$ cat src/rtl/data_memory_arbiter.sv
// ---------------------------------------------------------------------------
// data_memory_arbiter
//
// Shares one single-ported data memory between the pipeline memory stage
// (p_ ports) and a debug/DMA master (d_ ports). Only one access is ever in
// flight: a request is accepted in IDLE, issued to the memory for one cycle,
// waits MEM_LATENCY cycles for read data, and is answered with a one-cycle
// response pulse to its owner. The pipeline normally has priority; the debug
// port is guaranteed service after STARVE_LIMIT consecutive lost arbitrations.
//
// Ports
//   clock, reset              rising-edge clock, asynchronous active-low reset
//   p_req_valid/write/addr/wdata, p_req_ready   pipeline request handshake
//   p_rsp_valid, p_rdata      pipeline response pulse and read data
//   d_*                       debug/DMA port, same meaning as the p_ ports
//   mem_en, mem_we            memory access strobe / write enable
//   mem_addr, mem_wdata       memory address / write data
//   mem_rdata                 memory read data (valid MEM_LATENCY cycles after mem_en)
// ---------------------------------------------------------------------------
module data_memory_arbiter #(
    parameter int ADDR_W       = 32,
    parameter int DATA_W       = 32,
    parameter int MEM_LATENCY  = 1,
    parameter int STARVE_LIMIT = 4
) (
    input  logic              clock,
    input  logic              reset,

    input  logic              p_req_valid,
    input  logic              p_req_write,
    input  logic [ADDR_W-1:0] p_addr,
    input  logic [DATA_W-1:0] p_wdata,
    output logic              p_req_ready,
    output logic              p_rsp_valid,
    output logic [DATA_W-1:0] p_rdata,

    input  logic              d_req_valid,
    input  logic              d_req_write,
    input  logic [ADDR_W-1:0] d_addr,
    input  logic [DATA_W-1:0] d_wdata,
    output logic              d_req_ready,
    output logic              d_rsp_valid,
    output logic [DATA_W-1:0] d_rdata,

    output logic              mem_en,
    output logic              mem_we,
    output logic [ADDR_W-1:0] mem_addr,
    output logic [DATA_W-1:0] mem_wdata,
    input  logic [DATA_W-1:0] mem_rdata
);

    localparam logic [3:0] LIMIT   = 4'(STARVE_LIMIT);
    localparam logic [3:0] LATENCY = 4'(MEM_LATENCY);

    typedef enum logic [1:0] {
        IDLE  = 2'd0,
        ISSUE = 2'd1,
        WAIT  = 2'd2,
        RESP  = 2'd3
    } state_t;

    state_t            state;
    state_t            stateNext;
    logic [3:0]        starveCnt;
    logic [3:0]        waitCnt;
    logic              pWin;
    logic              dWin;

    // Registered request (owner, direction, address, write data)
    logic              ownerDbg_p0;
    logic              write_p0;
    logic [ADDR_W-1:0] addr_p0;
    logic [DATA_W-1:0] wdata_p0;

    always_ff @(posedge clock or negedge reset) begin
        if (!reset) begin
            state <= IDLE;
        end else begin
            state <= stateNext;
        end
    end

    always_comb begin
        stateNext   = state;
        pWin        = 1'b0;
        dWin        = 1'b0;
        p_req_ready = 1'b0;
        d_req_ready = 1'b0;
        mem_en      = 1'b0;
        mem_we      = 1'b0;
        p_rsp_valid = 1'b0;
        d_rsp_valid = 1'b0;
        case (state)
            IDLE: begin
                // A starved debug request overrides pipeline priority.
                dWin        = d_req_valid && ((starveCnt == LIMIT) || !p_req_valid);
                pWin        = p_req_valid && !dWin;
                p_req_ready = pWin;
                d_req_ready = dWin;
                if (pWin || dWin) begin
                    stateNext = ISSUE;
                end
            end
            ISSUE: begin
                mem_en    = 1'b1;
                mem_we    = write_p0;
                stateNext = WAIT;
            end
            WAIT: begin
                if (waitCnt == 4'd1) begin
                    stateNext = RESP;
                end
            end
            RESP: begin
                p_rsp_valid = !ownerDbg_p0;
                d_rsp_valid = ownerDbg_p0;
                stateNext   = IDLE;
            end
            default: stateNext = IDLE;
        endcase
    end

    assign mem_addr  = addr_p0;
    assign mem_wdata = wdata_p0;

    // Starvation counter: counts consecutive cycles the waiting debug port
    // lost to the pipeline; frozen while an access is in flight.
    always_ff @(posedge clock or negedge reset) begin
        if (!reset) begin
            starveCnt <= 4'd0;
        end else if (state == IDLE) begin
            if (!d_req_valid || dWin) begin
                starveCnt <= 4'd0;
            end else if (pWin && (starveCnt != LIMIT)) begin
                starveCnt <= starveCnt + 4'd1;
            end
        end
    end

    // WAIT down-counter, loaded as the access leaves ISSUE.
    always_ff @(posedge clock or negedge reset) begin
        if (!reset) begin
            waitCnt <= 4'd0;
        end else if (state == ISSUE) begin
            waitCnt <= LATENCY;
        end else if (state == WAIT) begin
            waitCnt <= waitCnt - 4'd1;
        end
    end

    // ---- stage p0: request capture at acceptance ----
    always_ff @(posedge clock or negedge reset) begin
        if (!reset) begin
            ownerDbg_p0 <= 1'b0;
            write_p0    <= 1'b0;
            addr_p0     <= '0;
            wdata_p0    <= '0;
        end else if (pWin || dWin) begin
            ownerDbg_p0 <= dWin;
            write_p0    <= dWin ? d_req_write : p_req_write;
            addr_p0     <= dWin ? d_addr      : p_addr;
            wdata_p0    <= dWin ? d_wdata     : p_wdata;
        end
    end

    // ---- stage p1: response data capture in the last WAIT cycle ----
    // Each port's rdata only changes when that port owns the access, so it
    // holds its previous value at all other times. Writes return zero.
    always_ff @(posedge clock or negedge reset) begin
        if (!reset) begin
            p_rdata <= '0;
            d_rdata <= '0;
        end else if ((state == WAIT) && (waitCnt == 4'd1)) begin
            if (ownerDbg_p0) begin
                d_rdata <= write_p0 ? '0 : mem_rdata;
            end else begin
                p_rdata <= write_p0 ? '0 : mem_rdata;
            end
        end
    end

endmodule

$ cat config.mk
export PLATFORM = sky130hd
export DESIGN_NAME = data_memory_arbiter
export DESIGN_NICKNAME = d
export VERILOG_FILES = /design/src/rtl/data_memory_arbiter.sv
export SDC_FILE = /design/constraint.sdc
export NUM_CORES = 1
export LEC_CHECK = 0
export ABC_AREA = 1
export CAP_MARGIN = 15
export CORE_MARGIN = 5
export CORE_UTILIZATION = 45
export CTS_BUF_LIST = sky130_fd_sc_hd__clkbuf_8
export CTS_CLUSTER_DIAMETER = 200
export CTS_CLUSTER_SIZE = 16
export DETAILED_ROUTE_END_ITERATION = 16
export PLACE_DENSITY = 0.89
export SETUP_SLACK_MARGIN = 0.05
export SYNTH_ARGS = -nofsm -noshare
export SYNTH_HDL_FRONTEND = slang
export SYNTH_SLANG_ARGS = --single-unit
$ cat constraint.sdc
create_clock -name clock -period 1.79 [get_ports clock]
set_input_delay 0.358 -clock clock [delete_from_list [all_inputs] [get_ports clock]]
set_output_delay 0.358 -clock clock [all_outputs]
set_load 0.01 [all_outputs]
==> results.py <==
metrics = {
    "status": {
        "status": "finished with violations",
        "violations": "negative setup slack",
    },
    "yosys": {
        "yosysSeqAreaShare": 0.463,
        "syn_nets": 1294,
        "synth-async-reset-ratio": 1.00,
        "synth.cell_area_mm2": 0.00757,
        "synth_top_area_cell": "dfrtp_1",
        "synth_common_cells": "nand2_1 (469), inv_1 (201), dfrtp_1 (140)",
        "synth-edff-count": 0,
        "yosysMostFrequentCell": "nand2_1",
        "synth_top_area_share": 0.463,
        "ys_ff_latch": 140,
        "synth_warnings": 0,
        "synthTopCellsByArea": "dfrtp_1 (46%), nand2_1 (23%), inv_1 (10%)",
        "avgSynthCellArea_um2": 6.76,
        "netlist-cell-type-count": 22,
        "synth_flop_cell": "dfrtp_1",
        "postSynthCellCount": 1119,
    },
    "finish": {
        "layout-drive-gt1-share": 0.150,
        "n_fill_cell": 1101,
        "antenna_cells": 0,
        "fin_nets": 1625,
        "fin_util": 0.756,
        "final_cells": 1683,
        "syn_to_final_growth_pct": 65.1,
    },
    "timing": {
        "hold_viol_final": 0,
        "worst_pin_slew_ps": 491,
        "finalCriticalPeriod_ps": 1960,
        "grt_setup_unrepaired": "yes",
        "final.period_utilization": 1.09,
        "setup_viol": 51,
        "clock_skew_ps": 15.1,
        "timing.fmax_mhz": 511,
        "timing.slew.headroom": 0.673,
        "finalMaxSlewViolations": 0,
        "fin_ws_ps": -168,
    },
    "die": {
        "initial_utilization": 0.458,
        "fp-row-count": 47,
        "die-area_mm2": 0.0195,
        "die_w_um": 140,
        "die_y_um": 140,
        "io_pins": 300,
        "core_mm2": 0.0165,
    },
    "clock_network": {
        "clk_path_buf_depth": 2,
        "htreeDepth": 4,
        "insertion_delay_ps": 450,
        "clkTransAtPathRegs_ps": 90,
        "cts_buffers": 17,
        "cts_tree": "yes",
        "clock_sinks": 140,
        "root_buffer": "clkbuf_8",
    },
    "place": {
        "place.gp.congestion": 0.876,
        "place_inst": 1616,
        "io_buffers": 299,
        "dp_hpwl_um": 17800,
    },
    "grt": {
        "gr-usage-all-layers": 0.254,
        "antenna_found_initial": 1,
        "grt-ovfl-total": 0,
        "grt_max_degree": 59,
        "grt_pass1_wl_um": 40200,
        "grt_pass1_vias": 7946,
    },
    "setup_path": {
        "worstPathRequired_ps": 2120,
        "reg2reg_slack_ps": -170,
        "setup.worst_path.class": "flop to flop",
        "cp_max_fo": 7,
        "slowest_delay_ps": 400,
        "arrival_ps": 2290,
        "timing.rr.start": "starveCnt[0]",
        "critPathLaunchType": "flop",
        "critical_path.top_delay_family": "buffers and inverters",
        "path_buf_inv": 7,
        "rr_worst_depth": 14,
        "r2r_end": "mem_wdata[14]",
        "crit_chain": "inv_2, ha_4, nand3_4, nand2_4, buf_6, buf_4, buf_12, buf_8, clkbuf_16, nand3_1, nand2_1, inv_1, nand2_1, nand2_1",
        "slowest_stage": "dfrtp_1",
        "cp-end-kind": "flop",
        "cpMostUsedCell": "nand2_1",
    },
    "worst_hold_path": {
        "hold_path.class": "input port to asynchronous set/reset pin",
    },
    "detailed_routing": {
        "vias": 8475,
        "postRouteAntennaNets": 0,
        "avgRoutedWirePerCell_um": 17.3,
        "drtIter0Drc": 467,
        "drt_pass1_iterations": 5,
        "routed_wl_um": 29100,
        "drcViolationCount": 0,
        "via_per_inst": 5.04,
    },
    "power_and_ir_drop": {
        "seqPwrFrac": 0.297,
        "p_comb_frac": 0.536,
        "intPower_mw": 11.0,
        "clkPwrFrac": 0.167,
        "netSwitchingFraction": 0.407,
        "power.density_mw_per_mm2": 1490,
        "p_leak_nw": 7.08,
        "power_switching_mw": 7.57,
        "peakVddDrop_uv": 786,
    },
    "run": {
        "maxCapViolations": 0,
    },
}
[cell type report]
type / count / area, µm² / share of cell area
Multi-Input combinational cell: 672 / 3240 / 0.259
Clock buffer: 18 / 248 / 0.0198
Inverter: 245 / 927 / 0.0742
Clock inverter: 14 / 230 / 0.0184
Timing Repair Buffer: 374 / 4070 / 0.326
Sequential cell: 140 / 3500 / 0.280
Tap cell: 220 / 275 / 0.0220
[per-stage QoR]
step                      setup slack [ps]  hold slack [ps]  power (mW)  instance area [µm²]  setup TNS (ps)
after floorplan                        142             62.4        9.62                 7570               0
after global placement                -280              331        14.1                10900           -5550
after detailed placement              -344              335        14.4                10900           -7280
after CTS                             -141              417        17.4                11500           -1220
after global routing                  -239              463        19.8                12500           -7880
final                                 -168              431        18.6                12500           -2560
[power by group through the flow]
stage	Sequential [mW]	Clock, mW	Combinational (mW)
2_1_floorplan	6.13	0	3.49
3_3_place_gp	5.49	0	8.57
3_5_place_dp	5.54	0	8.87
4_1_cts	5.51	3.14	8.73
5_1_grt	5.69	3.29	10.8
6_report	5.52	3.10	9.95
[registers in the layout (all words and copies together) (netlist names)]
signal / flops
write_p0: 1
p_rdata: 32
state: 2
mem_addr: 32
d_rdata: 32
ownerDbg_p0: 1
mem_wdata: 32
starveCnt: 4
waitCnt: 4
[kinds of logic after synthesis]
logic type,synth area share
compound gates,0.0547
xor+xnor,0.00231
fa+ha+maj,0.0149
buf+inv,0.164
flops,0.463
simple gates,0.301
[how the worst max path moves through the flow]
stage	start	end	slack, ps	cells past startpoint
final	starveCnt[0]	mem_wdata[14]	-170	14
after CTS	starveCnt[0]	d_req_ready	-140	8
after global routing	starveCnt[0]	mem_wdata[26]	-240	14
after floorplan	state[0]	d_req_ready	140	7
after detailed placement	p_req_valid	p_req_ready	-340	4
after global placement	p_req_valid	p_req_ready	-280	4
[layer usage]
metal | routed length [µm] | share of wire | vias up | global-route usage
li1 | - | - | 3905 | -
met1 | 10100 | 0.35 | 3946 | 0.292
met2 | 14400 | 0.50 | 515 | 0.429
met4 | 1370 | 0.047 | 2 | 0.101
met5 | 13 | 0.00045 | - | 0
met3 | 3200 | 0.11 | 107 | 0.0964
[cell usage in the layout (no fill, tap or decap), drive strengths merged]
cell type | netlist | routed
dlymetal6s2s | 0 | 48
clkdlybuf4s50 | 0 | 181
ha | 9 | 9
o21ai | 74 | 74
dfrtp | 140 | 140
inv | 207 | 227
nor2 | 40 | 40
buf | 44 | 72
bufinv | 0 | 5
nand3 | 70 | 70
nand2 | 470 | 470
a21oi | 5 | 5
clkbuf | 18 | 28
xor2 | 2 | 2
dlygate4sd3 | 0 | 1
clkinv | 38 | 27
a211oi | 1 | 1
nand4 | 1 | 1
dlygate4sd2 | 0 | 62
[repair_timing]
action | CTS | global route
gates cloned | 2 | 12
hold buffers | 1 | 0
gates resized for setup | 111 | 185
pin swaps | 4 | 48
endpoints found under the hold margin | 41 | 0
setup buffers | 6 | 17
endpoints found under the setup margin | 128 | 156
Note: power is estimated with default switching activity, not from simulation.
==> RTL edit (same flow settings) <==
Re-encode `state_t` (4 states) as one-hot, 4 bits wide.
--- a/src/rtl/data_memory_arbiter.sv
+++ b/src/rtl/data_memory_arbiter.sv
@@ -53,9 +53,9 @@
     localparam logic [3:0] LATENCY = 4'(MEM_LATENCY);
 
-    typedef enum logic [1:0] {
-        IDLE  = 2'd0,
-        ISSUE = 2'd1,
-        WAIT  = 2'd2,
-        RESP  = 2'd3
+    typedef enum logic [3:0] {
+        IDLE  = 4'b0001,
+        ISSUE = 4'b0010,
+        WAIT  = 4'b0100,
+        RESP  = 4'b1000
     } state_t;
 
Behaviour: no difference found for any inputs over 10 cycles, from zero or initial values and one cycle with reset low; not proved beyond that.
==> RTL edit against the original RTL <==
The run still ends with setup timing left; sequential power is 1% higher; wire length down 4.8%; critical path depth fell by 6; setup slack got worse by 18 ps; combinational power fell by 6.5%; clock skew increased by 4.7 ps; sequential cell count up 2; area after synthesis is 4.7% lower; global-route usage down 0.82 points; cell area is 4.7% lower; power shrank 6.1%; final cell count down 7.2%.
==> RTL edit: results (changes against the original RTL) <==
| Metric | Value |
|---|---|
| Final hold slack | `393 ps (was 431 ps)` |
| IR drop worst, VDD | `756 uV (was 786 uV)` |
| Drt via density | `5.03 (was 5.04)` |
| Synth top cells by count | `nand2_1, inv_1, dfrtp_1 (unchanged)` |
| Failing checks | `setup timing (unchanged)` |
| Largest cells by area after synthesis | `dfrtp_1, nand2_1, inv_1, nand3_1, o21ai_1 (was dfrtp_1, nand2_1, inv_1, o21ai_0, nand3_1)` |
| Routed WL per cell | `17.7 um (was 17.3 um)` |
| Pleak | `6.86 nW (was 7.08 nW)` |
| Pint | `0.0100 W (was 0.0110 W)` |
| Dpl hpwl | `16700 um (was 17800 um)` |
| Largest net degree at the start of global routing | `65 (was 59)` |
| Syn nets | `1182 (was 1294)` |
| First-pass GRT wire length | `36200 um (was 40200 um)` |
| Post-synth cell types | `27 (was 22)` |
| Global Route Usage Sum | `0.246 (was 0.254)` |
| Setup-failing EPs final | `58 (was 51)` |
| Total length of routed met3 wires | `2950 um (was 3200 um)` |
| Share of the yosys chip area belonging to registers | `0.493 (was 0.463)` |
| Avg Cell Area, Syn | `7.13 um2 (was 6.76 um2)` |
| CP top delay family | `flip-flops (was buffers and inverters)` |
| Peak fanout along the critical path | `3 (was 7)` |
| Vias in the first global route | `7200 (was 7946)` |
| Min-Delay Path Class | `in2reg (was in2async)` |
| Met2 WL | `13900 um (was 14400 um)` |
| Outcome | `finished, violations left (unchanged)` |
| Setup ws final | `-186 ps (was -168 ps)` |
| Number of filler cells placed in the layout | `1028 (was 1101)` |
-- RTL edit: layout make-up --
| type | count | area, um2 | share of cell area |
|---|---|---|---|
| inverter | 210 | 790 | 0.0663 |
| tap | 216 | 270 | 0.0227 |
| timing repair buffer | 352 | 3820 | 0.321 |
| sequential | 142 | 3550 | 0.299 |
| antenna | 1 | 2.50 | 0.000210 |
| clock buffer | 17 | 234 | 0.0196 |
| multi-input combinational | 609 | 3090 | 0.260 |
| clock inverter | 15 | 149 | 0.0125 |
-- RTL edit: repair_timing --
item	in CTS	in global routing
setup buffers	15	4
hold endpoints to repair	37	0
setup endpoints to repair	69	199
resized for setup	120	205
pin swaps	14	63
cloned	0	9
hold buffers	1	0
-- RTL edit: logic make-up after synthesis --
kind of cell               after synthesis  share of synthesized area
buffers and inverters                  261                      0.149
and+or+nand+nor                        527                      0.295
adders and majority gates                4                    0.00694
xor gates and xnor gates                 3                    0.00364
DFF                                    142                      0.493
AOI/OAI and AO/OA                       75                     0.0525
-- RTL edit: stage by stage --
step	setup slack [ps]	cell area [um2]	setup TNS (ps)	util	total power, W
6_report	-186	11900	-4340	0.752	0.0174
5_1_grt	-249	11900	-7540	0.752	0.0186
4_1_cts	-116	11100	-229	0.701	0.0168
3_5_place_dp	-267	10600	-2780	0.668	0.0145
3_3_place_gp	-259	10600	-1190	0.668	0.0142
2_1_floorplan	144	7220	0	-	0.00981
-- RTL edit: metal layers --
layer	vias to the layer above	track usage
met5	-	0
met4	0	0.0745
met3	87	0.0993
met2	448	0.412
li1	3617	-
met1	3712	0.291
-- RTL edit: worst register-to-register path, delay by kind of cell (launching register included) --
family,cells,cell delay [ps]
DFF,1,420
adders and majority gates,1,140
and+or+nand+nor,6,500
buffers and inverters,7,770
-- RTL edit: path summary, 6_finish.rpt --
path / start / end / cells past startpoint
setup / recovery: starveCnt[0]$_DFFE_PN0P_ / d_req_ready / 8
min in group asynchronous: reset / p_rdata[10]$_DFFE_PN0P_ / 2
hold reg to reg: mem_addr[19]$_DFFE_PN0P_ / mem_addr[19]$_DFFE_PN0P_ / 2
hold / removal: d_req_valid / state[0]$_DFFE_PN1P_ / 4
max in group asynchronous: reset / d_rdata[25]$_DFFE_PN0P_ / 3
setup reg to reg: starveCnt[0]$_DFFE_PN0P_ / mem_addr[7]$_DFFE_PN0P_ / 14
-- RTL edit: power by group through the flow --
stage | Sequential, W | Combinational (W) | Clock (W)
floorplan | 0.00617 | 0.00364 | 0
global placement | 0.00556 | 0.00864 | 0
detailed placement | 0.00560 | 0.00891 | 0
CTS | 0.00555 | 0.00866 | 0.00259
global route | 0.00576 | 0.0102 | 0.00273
finish | 0.00559 | 0.00930 | 0.00255
